`config.mk`:
```
export PLATFORM = sky130hd
export DESIGN_NAME = reg_wb_ctrl
export DESIGN_NICKNAME = d
export VERILOG_FILES = /design/src/rtl/rf_pkg.sv /design/src/rtl/wb_fifo.sv /design/src/rtl/reg_wb_ctrl.sv
export SDC_FILE = /design/constraint.sdc
export NUM_CORES = 1
export LEC_CHECK = 0
export BUFFER_PORTS_ARGS = -buffer_cell sky130_fd_sc_hd__buf_2
export CORE_ASPECT_RATIO = 1.2
export CORE_MARGIN = 1
export CORE_UTILIZATION = 56
export DETAILED_ROUTE_END_ITERATION = 8
export GPL_ROUTABILITY_DRIVEN = 0
export PLACE_DENSITY = 0.8
export SLEW_MARGIN = 20
export SYNTH_ARGS = -nofsm -noshare
export SYNTH_HDL_FRONTEND = slang
export SYNTH_SLANG_ARGS = --single-unit
```
`constraint.sdc`:
```
create_clock -name clk -period 2.66 [get_ports clk]
set_input_delay 0.266 -clock clk [delete_from_list [all_inputs] [get_ports clk]]
set_output_delay 0.266 -clock clk [all_outputs]
set_load 0.05 [all_outputs]
```
`src/rtl/rf_pkg.sv`:
```
// Shared register-file definitions used by the write-back controller and its queue.
package rf_pkg;
    localparam int AW_DEF   = 5;
    localparam int DW_DEF   = 32;
    localparam int NUM_REGS = 32;

    typedef struct packed {
        logic [AW_DEF-1:0] rd;
        logic [DW_DEF-1:0] data;
        logic              live;
    } wb_entry_t;
endpackage

```
`src/rtl/wb_fifo.sv`:
```
// In-order load-result queue; each entry carries a live bit that an ALU write to the same rd clears.
module wb_fifo
    import rf_pkg::*;
#(
    parameter int DEPTH = 4,
    parameter int AW    = AW_DEF,
    parameter int DW    = DW_DEF
) (
    input  logic                           clk,
    input  logic                           rst,
    input  logic                           enq,
    input  logic [AW-1:0]                  enq_rd,
    input  logic [DW-1:0]                  enq_data,
    input  logic                           enq_live,
    input  logic                           deq,
    input  logic                           kill_en,
    input  logic [AW-1:0]                  kill_rd,
    output logic [AW-1:0]                  head_rd,
    output logic [DW-1:0]                  head_data,
    output logic                           head_live,
    output logic [$clog2(DEPTH):0]         count,
    output logic [DEPTH-1:0]               live_vec,
    output logic [DEPTH-1:0][AW-1:0]       entry_rd
);
    localparam int PW = $clog2(DEPTH);
    localparam int CW = PW + 1;

    logic [PW-1:0]             wr_ptr, rd_ptr;
    logic [CW-1:0]             cnt;
    logic [DEPTH-1:0][AW-1:0]  rd_q;
    logic [DEPTH-1:0][DW-1:0]  data_q;
    logic [DEPTH-1:0]          live_q, live_nxt;

    // Dequeue clears first, then the new entry lands, then the kill applies to
    // everything including a same-cycle enqueue.
    always_comb begin
        live_nxt = live_q;
        for (int i = 0; i < DEPTH; i++) begin
            if (deq && rd_ptr == PW'(i)) live_nxt[i] = 1'b0;
            if (enq && wr_ptr == PW'(i)) begin
                live_nxt[i] = enq_live;
                if (kill_en && enq_rd == kill_rd) live_nxt[i] = 1'b0;
            end else if (kill_en && rd_q[i] == kill_rd) begin
                live_nxt[i] = 1'b0;
            end
        end
    end

    always_ff @(posedge clk) begin
        if (rst) begin
            wr_ptr <= '0;
            rd_ptr <= '0;
            cnt    <= '0;
            live_q <= '0;
        end else begin
            live_q <= live_nxt;
            if (enq) wr_ptr <= wr_ptr + PW'(1);
            if (deq) rd_ptr <= rd_ptr + PW'(1);
            unique case ({enq, deq})
                2'b10:   cnt <= cnt + CW'(1);
                2'b01:   cnt <= cnt - CW'(1);
                default: cnt <= cnt;
            endcase
        end
    end

    always_ff @(posedge clk) begin
        if (enq) begin
            rd_q[wr_ptr]   <= enq_rd;
            data_q[wr_ptr] <= enq_data;
        end
    end

    assign head_rd   = rd_q[rd_ptr];
    assign head_data = data_q[rd_ptr];
    assign head_live = live_q[rd_ptr];
    assign count     = cnt;
    assign live_vec  = live_q;
    assign entry_rd  = rd_q;
endmodule

```
`src/rtl/reg_wb_ctrl.sv`:
```
// Register-file write-back controller: ALU results take the slot immediately, load results
// drain from an in-order queue whenever the ALU is idle.
module reg_wb_ctrl
    import rf_pkg::*;
#(
    parameter int DEPTH = 4,
    parameter int AW    = AW_DEF,
    parameter int DW    = DW_DEF
) (
    input  logic                    clk,
    input  logic                    rst,
    input  logic                    alu_valid,
    output logic                    alu_ready,
    input  logic [AW-1:0]           alu_rd,
    input  logic [DW-1:0]           alu_data,
    input  logic                    ld_valid,
    output logic                    ld_ready,
    input  logic [AW-1:0]           ld_rd,
    input  logic [DW-1:0]           ld_data,
    output logic                    wr_en,
    output logic [AW-1:0]           wr_addr,
    output logic [DW-1:0]           wr_data,
    output logic [NUM_REGS-1:0]     pend_mask,
    output logic [$clog2(DEPTH):0]  q_count
);
    localparam int CW = $clog2(DEPTH) + 1;

    logic                     enq, deq;
    logic [AW-1:0]            head_rd;
    logic [DW-1:0]            head_data;
    logic                     head_live;
    logic [CW-1:0]            count;
    logic [DEPTH-1:0]         live_vec;
    logic [DEPTH-1:0][AW-1:0] entry_rd;

    assign alu_ready = 1'b1;
    assign ld_ready  = (count < CW'(DEPTH));
    assign enq       = ld_valid && ld_ready;
    assign deq       = !alu_valid && (count != '0);
    assign q_count   = count;

    wb_fifo #(.DEPTH(DEPTH), .AW(AW), .DW(DW)) u_fifo (
        .clk       (clk),
        .rst       (rst),
        .enq       (enq),
        .enq_rd    (ld_rd),
        .enq_data  (ld_data),
        .enq_live  (ld_rd != '0),
        .deq       (deq),
        .kill_en   (alu_valid),
        .kill_rd   (alu_rd),
        .head_rd   (head_rd),
        .head_data (head_data),
        .head_live (head_live),
        .count     (count),
        .live_vec  (live_vec),
        .entry_rd  (entry_rd)
    );

    always_comb begin
        pend_mask = '0;
        for (int i = 0; i < DEPTH; i++) begin
            if (live_vec[i]) pend_mask[entry_rd[i]] = 1'b1;
        end
        pend_mask[0] = 1'b0;
    end

    // Address/data only move on a real write so an idle or squashed slot holds them.
    always_ff @(posedge clk) begin
        if (rst) begin
            wr_en   <= 1'b0;
            wr_addr <= '0;
            wr_data <= '0;
        end else if (alu_valid) begin
            wr_en <= (alu_rd != '0);
            if (alu_rd != '0) begin
                wr_addr <= alu_rd;
                wr_data <= alu_data;
            end
        end else if (deq) begin
            wr_en <= head_live;
            if (head_live) begin
                wr_addr <= head_rd;
                wr_data <= head_data;
            end
        end else begin
            wr_en <= 1'b0;
        end
    end
endmodule

```
## Yosys cells after proc, flatten, opt, wreduce, memory -nomap -nowiden

Index checks and enable logic that the tools add are counted.

- Add/sub/neg operators: 4
- Multiply operators: 0
- Div/mod/pow operators: 0
- Order comparisons: 12
- Eq/ne operators: 14
- Shift-type cells: 0
- Mux-type cells: 48
- Bitwise logic cells: 3
- Reductions and logical operators: 34

Operators with widths:

| cell | number |
|---|---|
| 32-bit two-way mux | 10 |
| 128-bit bitwise mux | 1 |
| 32-bit OR | 3 |
| 32-bit binary-select mux with 2-bit select | 1 |
| 32-bit demux with 2-bit select | 1 |
| 5-bit two-way mux | 6 |
| 5-bit == test | 5 |
| 5-bit by 6-bit < comparator with 1-bit output, second input constant | 4 |
| 20-bit bitwise mux | 1 |
| 1-bit demux with 5-bit select | 4 |
| 5-bit by 1-bit >= comparator with 1-bit output, second input constant | 4 |
| 1-bit logical AND | 20 |
| 1-bit two-way mux | 20 |
| 3-bit nonzero test | 5 |
| 5-bit binary-select mux with 2-bit select | 1 |
| 5-bit demux with 2-bit select | 1 |
| 2-bit == test, second input constant | 5 |
| 5-bit nonzero test | 2 |
| 2-bit by 1-bit == test with 1-bit output, second input constant | 3 |
| 2-bit by 3-bit < comparator with 1-bit output, second input constant | 2 |
| 3-bit one-hot mux with 2 select lines | 1 |
| 2-bit nonzero test | 3 |
| 2-bit by 1-bit adder with 2-bit output, second input constant | 2 |
| 2-bit logical NOT | 2 |
| 8 further kinds | 8 |

- Register bits: 197
- Latch bits: 0
- RAM bits: 0
- ROM bits: 0
- Input port bits: 78
- Output and inout bits: 75
- Logic and storage cells: 133
- Memories kept: 0

## Depth between registers and ports, before layout

Gate-level depths: netlist of run 1.

- Word-level depth: 11
- Gate-level depth with buffers: 9
- Mapped depth without buffers: 9

## Modules after synthesis

A second synthesis of run 1 with hierarchy kept.

- Cell total of the unflattened synthesis: 641
- Area, all modules: 8974.9 sq um

By module, submodules not included:

| module | times used | cells an instance | area each (sq um) | sequential area each (sq um) |
|---|---|---|---|---|
| wb_fifo | 1 | 305 | 6287.3 | 4664.5 |
| reg_wb_ctrl | 1 | 336 | 2687.6 | 760.7 |

## Least setup slack after synthesis of run 1

OpenSTA, ideal clock, no wires.

- Kind: reg-to-reg
- Start: reg u_fifo.cnt[0] (netlist: u_fifo.count[0])
- End: reg u_fifo.cnt[2] (netlist: u_fifo.count[2])
- Library setup time: 70 ps
- Arrival: 2346 ps
- Required time: 2590 ps
- Path slack: 243 ps
- Cell stages (with the launch flop): 10
- Buffers on the path: 0
- Clock period less this slack: 2417 ps
- Path through: dfxtp_1 nor3_1 or2_0 clkinv_1 ha_1 inv_1 fa_1 xor2_1 or3_1 a21oi_1

- Longest elaborated chain between the ends: 4
- Elaborated cells between the ends (all ways): 10
- Those cells by class: add/sub: 2; order compare: 1; eq/ne: 2; mux: 1; reduce/logical: 4

RTL lines:

| element | line | text |
|---|---|---|
| start, declared | wb_fifo.sv:29 | `logic [CW-1:0] cnt;` |
| start signal, assigned | wb_fifo.sv:60 | `2'b10: cnt <= cnt + CW'(1);` |
| start signal, assigned | wb_fifo.sv:61 | `2'b01: cnt <= cnt - CW'(1);` |
| start signal, assigned | wb_fifo.sv:62 | `default: cnt <= cnt;` |
| 3-bit nonzero test (*) | reg_wb_ctrl.sv:39 | `assign deq = !alu_valid && (count != '0);` |
| 1-bit logical AND (*) | reg_wb_ctrl.sv:39 |  |
| net deq | reg_wb_ctrl.sv:28 | `logic enq, deq;` |
| 2-bit by 1-bit == test with 1-bit output or 2-bit == test (tied branches) | wb_fifo.sv:59 | `unique case ({enq, deq})` |
| 3-bit one-hot mux with 2 select lines or 2-bit nonzero test (tied branches) | n/a |  |

Mark *: on every way through the listed nets, which the timed path passes. The rest lies on a longest branch.
A chain may end at the register's enable or synchronous reset.

## Worst setup path after layout of run 1

- Start: reg u_fifo.rd_q (netlist bit u_fifo.entry_rd[11])
- End: out pend_mask[12]

- Longest elaborated chain between the ends: 8
- Elaborated cells between the ends (all ways): 9
- Those cells by class: order compare: 2; mux: 4; bitwise: 2; reduce/logical: 1

RTL lines:

| element | line | text |
|---|---|---|
| start, declared | wb_fifo.sv:30 | `logic [DEPTH-1:0][AW-1:0] rd_q;` |
| start signal, assigned by index | wb_fifo.sv:69 | `rd_q[wr_ptr] <= enq_rd;` |
| 5-bit by 6-bit < comparator with 1-bit output (implied by the code) or 5-bit by 1-bit >= comparator with 1-bit output (tied branches) | reg_wb_ctrl.sv:63 | `if (live_vec[i]) pend_mask[entry_rd[i]] = 1'b1;` |
| 1-bit logical AND (implied by the code) | reg_wb_ctrl.sv:63 |  |
| 1-bit two-way mux (implied by the code) | reg_wb_ctrl.sv:63 |  |
| 1-bit demux with 5-bit select (*) | reg_wb_ctrl.sv:63 |  |
| 32-bit OR (no line) (*) | n/a |  |
| 32-bit two-way mux (*) | reg_wb_ctrl.sv:63 |  |
| 32-bit OR (no line) | n/a |  |
| 32-bit two-way mux (*) | reg_wb_ctrl.sv:63 |  |
| end, declared | reg_wb_ctrl.sv:23 | `output logic [NUM_REGS-1:0] pend_mask,` |

Mark *: on every way between the ends. The rest lies on a longest branch, timed or not.

==> reports/results.tsv, run 1 <==
metric	value	unit
synth-async-reset-ratio	0	
synth-adder-area-share	0.01467	
p_per_area	852.1	mW/mm2
min_path_type	input pin to flip-flop	
floorplan.io_pins	153	
place_hpwl	14370	um
synth_simple_gate_area_share	0.09729	
pin_count_of_the_biggest_net_entering_global_routing	50	
antenna_violating_nets_post_route	0	
synthesis.area_per_instance	13.45	um2
clockPowerShare	0.293	
finalWorstSetupSlack	157.8	ps
die-area	0.01666	mm2
tritoncts	yes	
timing.max_cap.violations	0	
cts.repair.resized	0	
worstPathMaxFanout	7	
dp_worst_setup_slack	372.2	ps
path_clk_slew	70	ps
placed_cell_area	0.009976	mm2
synthesized_area_fraction_occupied_by_ao_oa_aoi_and_oai_cells	0.09493	
synthesis.nets	760	
vdd_ir_drop_max	0.6145	mV
intPower	6217	uW
layout.nets	891	
power_switching_share	0.3133	
outcome	finished with violations	
fraction_of_power_consumed_by_sequential_logic	0.436	
actual_slew_at_the_worst_max_slew_pin	1007	ps
via_per_inst	6.312	
timing.hold.ws	45.25	ps
clk-insertion-delay-late	430	ps
synth_xor_xnor_area_share	0.02228	
total_negative_setup_slacks	0	ps
die_width	118.0	um
cts_hold_buf	0	
synth_warnings	0	
yosysUniqueCellTypes	49	
max-slew-margin-rel	0.3288	
area_growth	17.53	%
wirelength_per_cell	21.40	um
drt_iter0_markers	665	
synth_mux_area_frac	0.1371	
setup_viol_count_final	0	
ys_dominant_reg_cell	sky130_fd_sc_hd__edfxtp_1	
timing_max_transition_violations_final	0	
global_route.overflow_total	0	
core_area	0.01570	mm2
detail_route.first_pass.iterations	9	
gr-usage-all-layers	0.2724	
post_synthesis_cell_count	672	
grt_antenna_before_repair	1	
wire_length_of_the_first_global_routing_pass	34420	um
clk_root_buffer_cell	sky130_fd_sc_hd__clkbuf_16	
max_clock_freq	399.6	MHz
synth_seq_area_share	0.6001	
drive_above_1_share	0.3419	
postRouteWirelength	21930	um
finalHoldViolations	0	
maximum_clock_skew_at_final_layout	8.526	ps
cts_post_setup_buffers_inserted	0	
core.rowCount	50	
postSynthRegisterBits	197	
worst-setup-path-type	flip-flop to output port	
timing.critical_path.from_type	flip-flop	
setup.worst_path.end_class	output port	
timing.critical_path.arrival	2240	ps
required	2390	ps
floorplan.initialDensity	0.5758	
cts_made_buffers	17	
dr_total_vias	6470	
fin_cells	1025	
comb_power_share	0.271	
mostFrequentLayoutCell	sky130_fd_sc_hd__buf_2	
cts_num_sinks	197	
final_period_minus_worst_setup_slack	2502	ps
synth.cell_area	0.009041	mm2
cts-root-to-sink-buffers	2	
detail_route.drc_violations	2	
p_leak	0.003863	uW
vias_in_the_first_global_route	6529	
design_area	0.01063	mm2
unrepaired_setup_endpoints_after_global_routing	false	
dpl.cell_count	991	
final_worst_path_period_share	0.9407	
synth_edf_count	148	
ctsHtreeMaxLevel	4	
port_buffers	150	
synth_top_family_by_area	multiplexers	
power.switching	2837	uW
floorplan_die_height	141.2	um
layout.cells.most_common_list	sky130_fd_sc_hd__buf_2, sky130_fd_sc_hd__edfxtp_1, sky130_fd_sc_hd__nand2_1	
failed_checks	design-rule violations	
==> cells by family (layout without fill, tap and decap cells) <==
kind of cell    count (synthesis)  after routing
flops                         197            197
compound gates                122            122
other cells                     2              3
mux                            77             77
simple gates                  176            176
xor+xnor                       23             23
buf+inv                        65            209
fa+ha+maj                      10             10
==> through the flow <==
stage | total power, uW | util
floorplan | 5775 | -
global placement | 6341 | 0.6353
detailed placement | 6447 | 0.6353
CTS | 9095 | 0.6748
global route | 9409 | 0.6767
finish | 9054 | 0.6767
==> power by group through the flow <==
stage	logic, uW	registers [uW]	clock network, uW
5_1_grt	2630	3980	2800
3_5_place_dp	2440	4000	0
4_1_cts	2470	3940	2690
6_report	2450	3950	2660
2_1_floorplan	1510	4260	0
3_3_place_gp	2370	3970	0
==> worst paths after layout <==
check | start | endpoint | slack, ps | cells after the start
min reg2reg | wr_data[3]$_SDFFE_PP0P_ | wr_data[3]$_SDFFE_PP0P_ | 450 | 2
max reg2reg | u_fifo.count[0]$_SDFFE_PP0P_ | u_fifo.count[2]$_SDFFE_PP0P_ | 370 | 9
max | u_fifo.entry_rd[11]$_DFFE_PP_ | pend_mask[12] | 160 | 4
min | ld_data[18] | u_fifo.data_q[82]$_DFFE_PP_ | 50 | 1
==> metal layers <==
layer,wire (um),vias to the layer above,global-route usage,part of all wire
met5,0,-,0,0
met4,904,0,0.1302,0.041
met3,1613,113,0.06149,0.074
met2,11450,393,0.4780,0.52
met1,7965,3128,0.3166,0.36
li1,-,2836,-,-
==> layout make-up <==
cell class,instances,area [um2]
inverter,14,52.55
timing repair buffer,163,930.9
fill,1105,5076
clock buffer,18,429.2
antenna,1,2.502
multi-input combinational,410,3332
tap,208,260.3
clock inverter,14,191.4
sequential,197,5428
==> cells in the mapped netlist (5+ instances only) <==
cell | count | share of area
sky130_fd_sc_hd__nand2_1 | 89 | 0.037
sky130_fd_sc_hd__nor3b_1 | 8 | 0.0066
sky130_fd_sc_hd__mux2i_1 | 8 | 0.0089
sky130_fd_sc_hd__clkbuf_1 | 35 | 0.015
sky130_fd_sc_hd__buf_2 | 9 | 0.0050
sky130_fd_sc_hd__nand3b_1 | 16 | 0.013
sky130_fd_sc_hd__and3_1 | 5 | 0.0035
sky130_fd_sc_hd__xnor2_1 | 7 | 0.0068
sky130_fd_sc_hd__a222oi_1 | 5 | 0.0055
sky130_fd_sc_hd__o22ai_1 | 15 | 0.010
sky130_fd_sc_hd__xor2_1 | 16 | 0.015
sky130_fd_sc_hd__mux2_2 | 35 | 0.044
sky130_fd_sc_hd__ha_1 | 9 | 0.012
sky130_fd_sc_hd__inv_1 | 13 | 0.0054
sky130_fd_sc_hd__dfxtp_1 | 49 | 0.11
sky130_fd_sc_hd__o221ai_1 | 12 | 0.012
sky130_fd_sc_hd__nand3_1 | 5 | 0.0028
sky130_fd_sc_hd__mux4_2 | 34 | 0.085
sky130_fd_sc_hd__a221o_1 | 15 | 0.017
sky130_fd_sc_hd__a21oi_1 | 47 | 0.026
sky130_fd_sc_hd__nor2_1 | 22 | 0.0091
sky130_fd_sc_hd__a22oi_1 | 12 | 0.010
sky130_fd_sc_hd__or3b_2 | 6 | 0.0058
sky130_fd_sc_hd__edfxtp_1 | 148 | 0.49
==> registers in the layout (all words and copies together) (netlist names) <==
signal / cells
u_fifo.count: 3
u_fifo.data_q: 128
u_fifo.entry_rd: 20
u_fifo.live_vec: 4
u_fifo.rd_ptr: 2
u_fifo.wr_ptr: 2
wr_addr: 5
wr_data: 32
wr_en: 1
==> worst max-delay path: stages (launching register included) <==
cell and delay [ps]:
sky130_fd_sc_hd__edfxtp_1 490, sky130_fd_sc_hd__or3b_2 640, sky130_fd_sc_hd__o22ai_1 240, sky130_fd_sc_hd__a221o_1 170, sky130_fd_sc_hd__buf_2 270
Note: power is estimated with default switching activity, not from simulation.
==> inputs of run 2 (changes only) <==
--- a/config.mk
+++ b/config.mk
@@ -7,11 +7,11 @@
 export LEC_CHECK = 0
 export BUFFER_PORTS_ARGS = -buffer_cell sky130_fd_sc_hd__buf_2
 export CORE_ASPECT_RATIO = 1.2
-export CORE_MARGIN = 1
 export CORE_UTILIZATION = 56
 export DETAILED_ROUTE_END_ITERATION = 8
 export GPL_ROUTABILITY_DRIVEN = 0
 export PLACE_DENSITY = 0.8
+export REMOVE_ABC_BUFFERS = 1
 export SLEW_MARGIN = 20
 export SYNTH_ARGS = -nofsm -noshare
 export SYNTH_HDL_FRONTEND = slang
==> reports/results.tsv, run 2 (synthesis gave the netlist of run 1 again) <==
metric	value	unit	change
met3_wirelength	1653	um	was 1613 um
max_clock_freq	406.5	MHz	was 399.6 MHz
drt_iter0_markers	872		was 665
p_per_area	858.3	mW/mm2	was 852.1 mW/mm2
power.switching	2853	uW	was 2837 uW
cts_num_sinks	197		unchanged
tritoncts	yes		unchanged
port_buffers	150		unchanged
timing.critical_path.from_type	flip-flop		unchanged
comb_power_share	0.269		was 0.271
core.rowCount	50		unchanged
min-delay-start	ld_data[26]		was ld_data[18]
core_area	0.01570	mm2	unchanged
floorplan.initialDensity	0.5758		unchanged
vias_in_the_first_global_route	6391		was 6529
registers.top_by_ff_count	u_fifo.data_q		unchanged
vdd_ir_drop_max	0.6891	mV	was 0.6145 mV
power_switching_share	0.3120		was 0.3133
area_growth	17.84	%	was 17.53%
min_path_type	input pin to flip-flop		unchanged
final_worst_path_period_share	0.9248		was 0.9407
total_negative_setup_slacks	0	ps	unchanged
rrSetupSlack	300	ps	was 370 ps
detail_route.first_pass.iterations	9		unchanged
intPower	6291	uW	was 6217 uW
detail_route.drc_violations	0		was 2
cts-root-to-sink-buffers	2		unchanged
mostFrequentLayoutCell	sky130_fd_sc_hd__buf_2		unchanged
ctsHtreeMaxLevel	4		unchanged
die_width	118.0	um	unchanged
timing.max_cap.violations	0		unchanged
unrepaired_setup_endpoints_after_global_routing	false		unchanged
ff2ff_path_depth	9		unchanged
timing.hold.ws	46.53	ps	was 45.25 ps
required	2390	ps	about the same
ff_latch_area	0.005428	mm2	unchanged
floorplan_die_height	141.2	um	unchanged
clk_root_buffer_cell	sky130_fd_sc_hd__clkbuf_16		unchanged
max_ffs_per_register	128		unchanged
m1WireLength	8473	um	was 7965 um
critPathMaxStageDelay	580	ps	was 640 ps
setup.worst_path.end_class	output port		unchanged
delay_heaviest_family_cp	simple AND/OR/NAND/NOR gates		unchanged
gr-usage-all-layers	0.2751		was 0.2724
layout.nets	891		unchanged
finalHoldViolations	0		unchanged
crit_slowest_cell	sky130_fd_sc_hd__or3b_2		unchanged
clk-insertion-delay-late	430	ps	about the same
max-slew-margin-rel	0.2981		was 0.3288
path_clk_slew	80	ps	was 70 ps
wire_length_of_the_first_global_routing_pass	34760	um	was 34420 um
dr_wl_met2	11460	um	was 11450 um
actual_slew_at_the_worst_max_slew_pin	1053	ps	was 1007 ps
timing.critical_path.arrival	2190	ps	was 2240 ps
drive_above_1_share	0.3456		was 0.3419
antenna_violating_nets_post_route	0		unchanged
layout.cells.most_common_list	sky130_fd_sc_hd__buf_2, sky130_fd_sc_hd__edfxtp_1, sky130_fd_sc_hd__nand2_1		unchanged
worst-path-buf-inv	1		unchanged
postLayoutCoreUtil	0.6785		was 0.6767
timing_max_transition_violations_final	0		unchanged
postRouteWirelength	22310	um	was 21930 um
worstReg2RegStart	u_fifo.count[0]$_SDFFE_PP0P_		unchanged
cts_post_setup_buffers_inserted	0		unchanged
wirelength_per_cell	21.77	um	was 21.40 um
floorplan.io_pins	153		unchanged
outcome	finished clean		was finished with violations
grt_antenna_before_repair	2		was 1
setup_viol_count_final	0		unchanged
critical_path.reg2reg.endpoint	u_fifo.count[2]$_SDFFE_PP0P_		unchanged
die-area	0.01666	mm2	unchanged
dr_total_vias	6466		was 6470
place_hpwl	14290	um	was 14370 um
fraction_of_power_consumed_by_sequential_logic	0.431		was 0.436
via_per_inst	6.308		was 6.312
maximum_clock_skew_at_final_layout	12.59	ps	was 8.526 ps
p_leak	0.003873	uW	was 0.003863 uW
tot_pwr	9144	uW	was 9054 uW
global_route.overflow_total	0		unchanged
fill_cells	1089		was 1105
worstPathMaxFanout	10		was 7
final_period_minus_worst_setup_slack	2460	ps	was 2502 ps
worst-setup-path-type	flip-flop to output port		unchanged
multiInputGateArea	0.003332	mm2	unchanged
worstHoldEndpoint	u_fifo.data_q[58]$_DFFE_PP_		was u_fifo.data_q[82]$_DFFE_PP_
pin_count_of_the_biggest_net_entering_global_routing	50		unchanged
hold-path-cell-count	1		unchanged
cts_made_buffers	17		unchanged
clockPowerShare	0.300		was 0.293
top_signal_layer_used	met5		was met4
cts_hold_buf	0		unchanged
cts.repair.resized	0		unchanged
crit_chain	or3b_2 > o22ai_1 > a221o_1 > buf_2		unchanged
==> run 2: cell count changes in the layout (fill, tap and decap cells not counted), sizes merged <==
cell	change
clkinvlp	+2
clkinv	-1
inv	-2
clkbuf	+1
==> run 2: routing by layer <==
layer  vias to the layer above  track usage
li1                       2837            -
met1                      3135       0.3278
met2                       409       0.4882
met3                        83      0.05299
met4                         2       0.1147
met5                         -            0
==> run 2: how the worst max path moves through the flow <==
stage	from	to	cells past startpoint
2_1_floorplan	u_fifo.rd_ptr[0]$_SDFFE_PP0P_	wr_data[11]$_SDFFE_PP0P_	4
3_5_place_dp	u_fifo.count[2]$_SDFFE_PP0P_	u_fifo.count[2]$_SDFFE_PP0P_	9
4_1_cts	u_fifo.entry_rd[13]$_DFFE_PP_	pend_mask[17]	4
6_report	u_fifo.entry_rd[13]$_DFFE_PP_	pend_mask[17]	4
5_1_grt	u_fifo.entry_rd[4]$_DFFE_PP_	pend_mask[16]	4
3_3_place_gp	alu_valid	u_fifo.count[2]$_SDFFE_PP0P_	9
==> run 2: per-stage QoR <==
step | worst slack, ps | instance area, um2 | std cells
4_1_cts | 230.9 | 10620 | 1023
6_report | 200.1 | 10650 | 1025
3_3_place_gp | 482.4 | 9976 | 991
3_5_place_dp | 330.4 | 9976 | 991
2_1_floorplan | -562.1 | 8797 | 621
5_1_grt | 115.3 | 10650 | 1025
==> run 2: area by class of cell <==
type	count	share of cell area
clock buffer	19	0.04357
tap	208	0.02443
timing repair buffer	163	0.08737
antenna	1	0.0002349
inverter	14	0.004932
clock inverter	13	0.01726
sequential	197	0.5095
multi-input combinational	410	0.3127
==> run 2: power groups by stage <==
stage / Combinational [uW] / Sequential [uW] / Clock, uW
final: 2460 / 3940 / 2740
after global routing: 2640 / 3980 / 2870
after CTS: 2470 / 3930 / 2770
after detailed placement: 2430 / 3990 / 0
after global placement: 2380 / 3960 / 0
after floorplan: 1270 / 4440 / 0
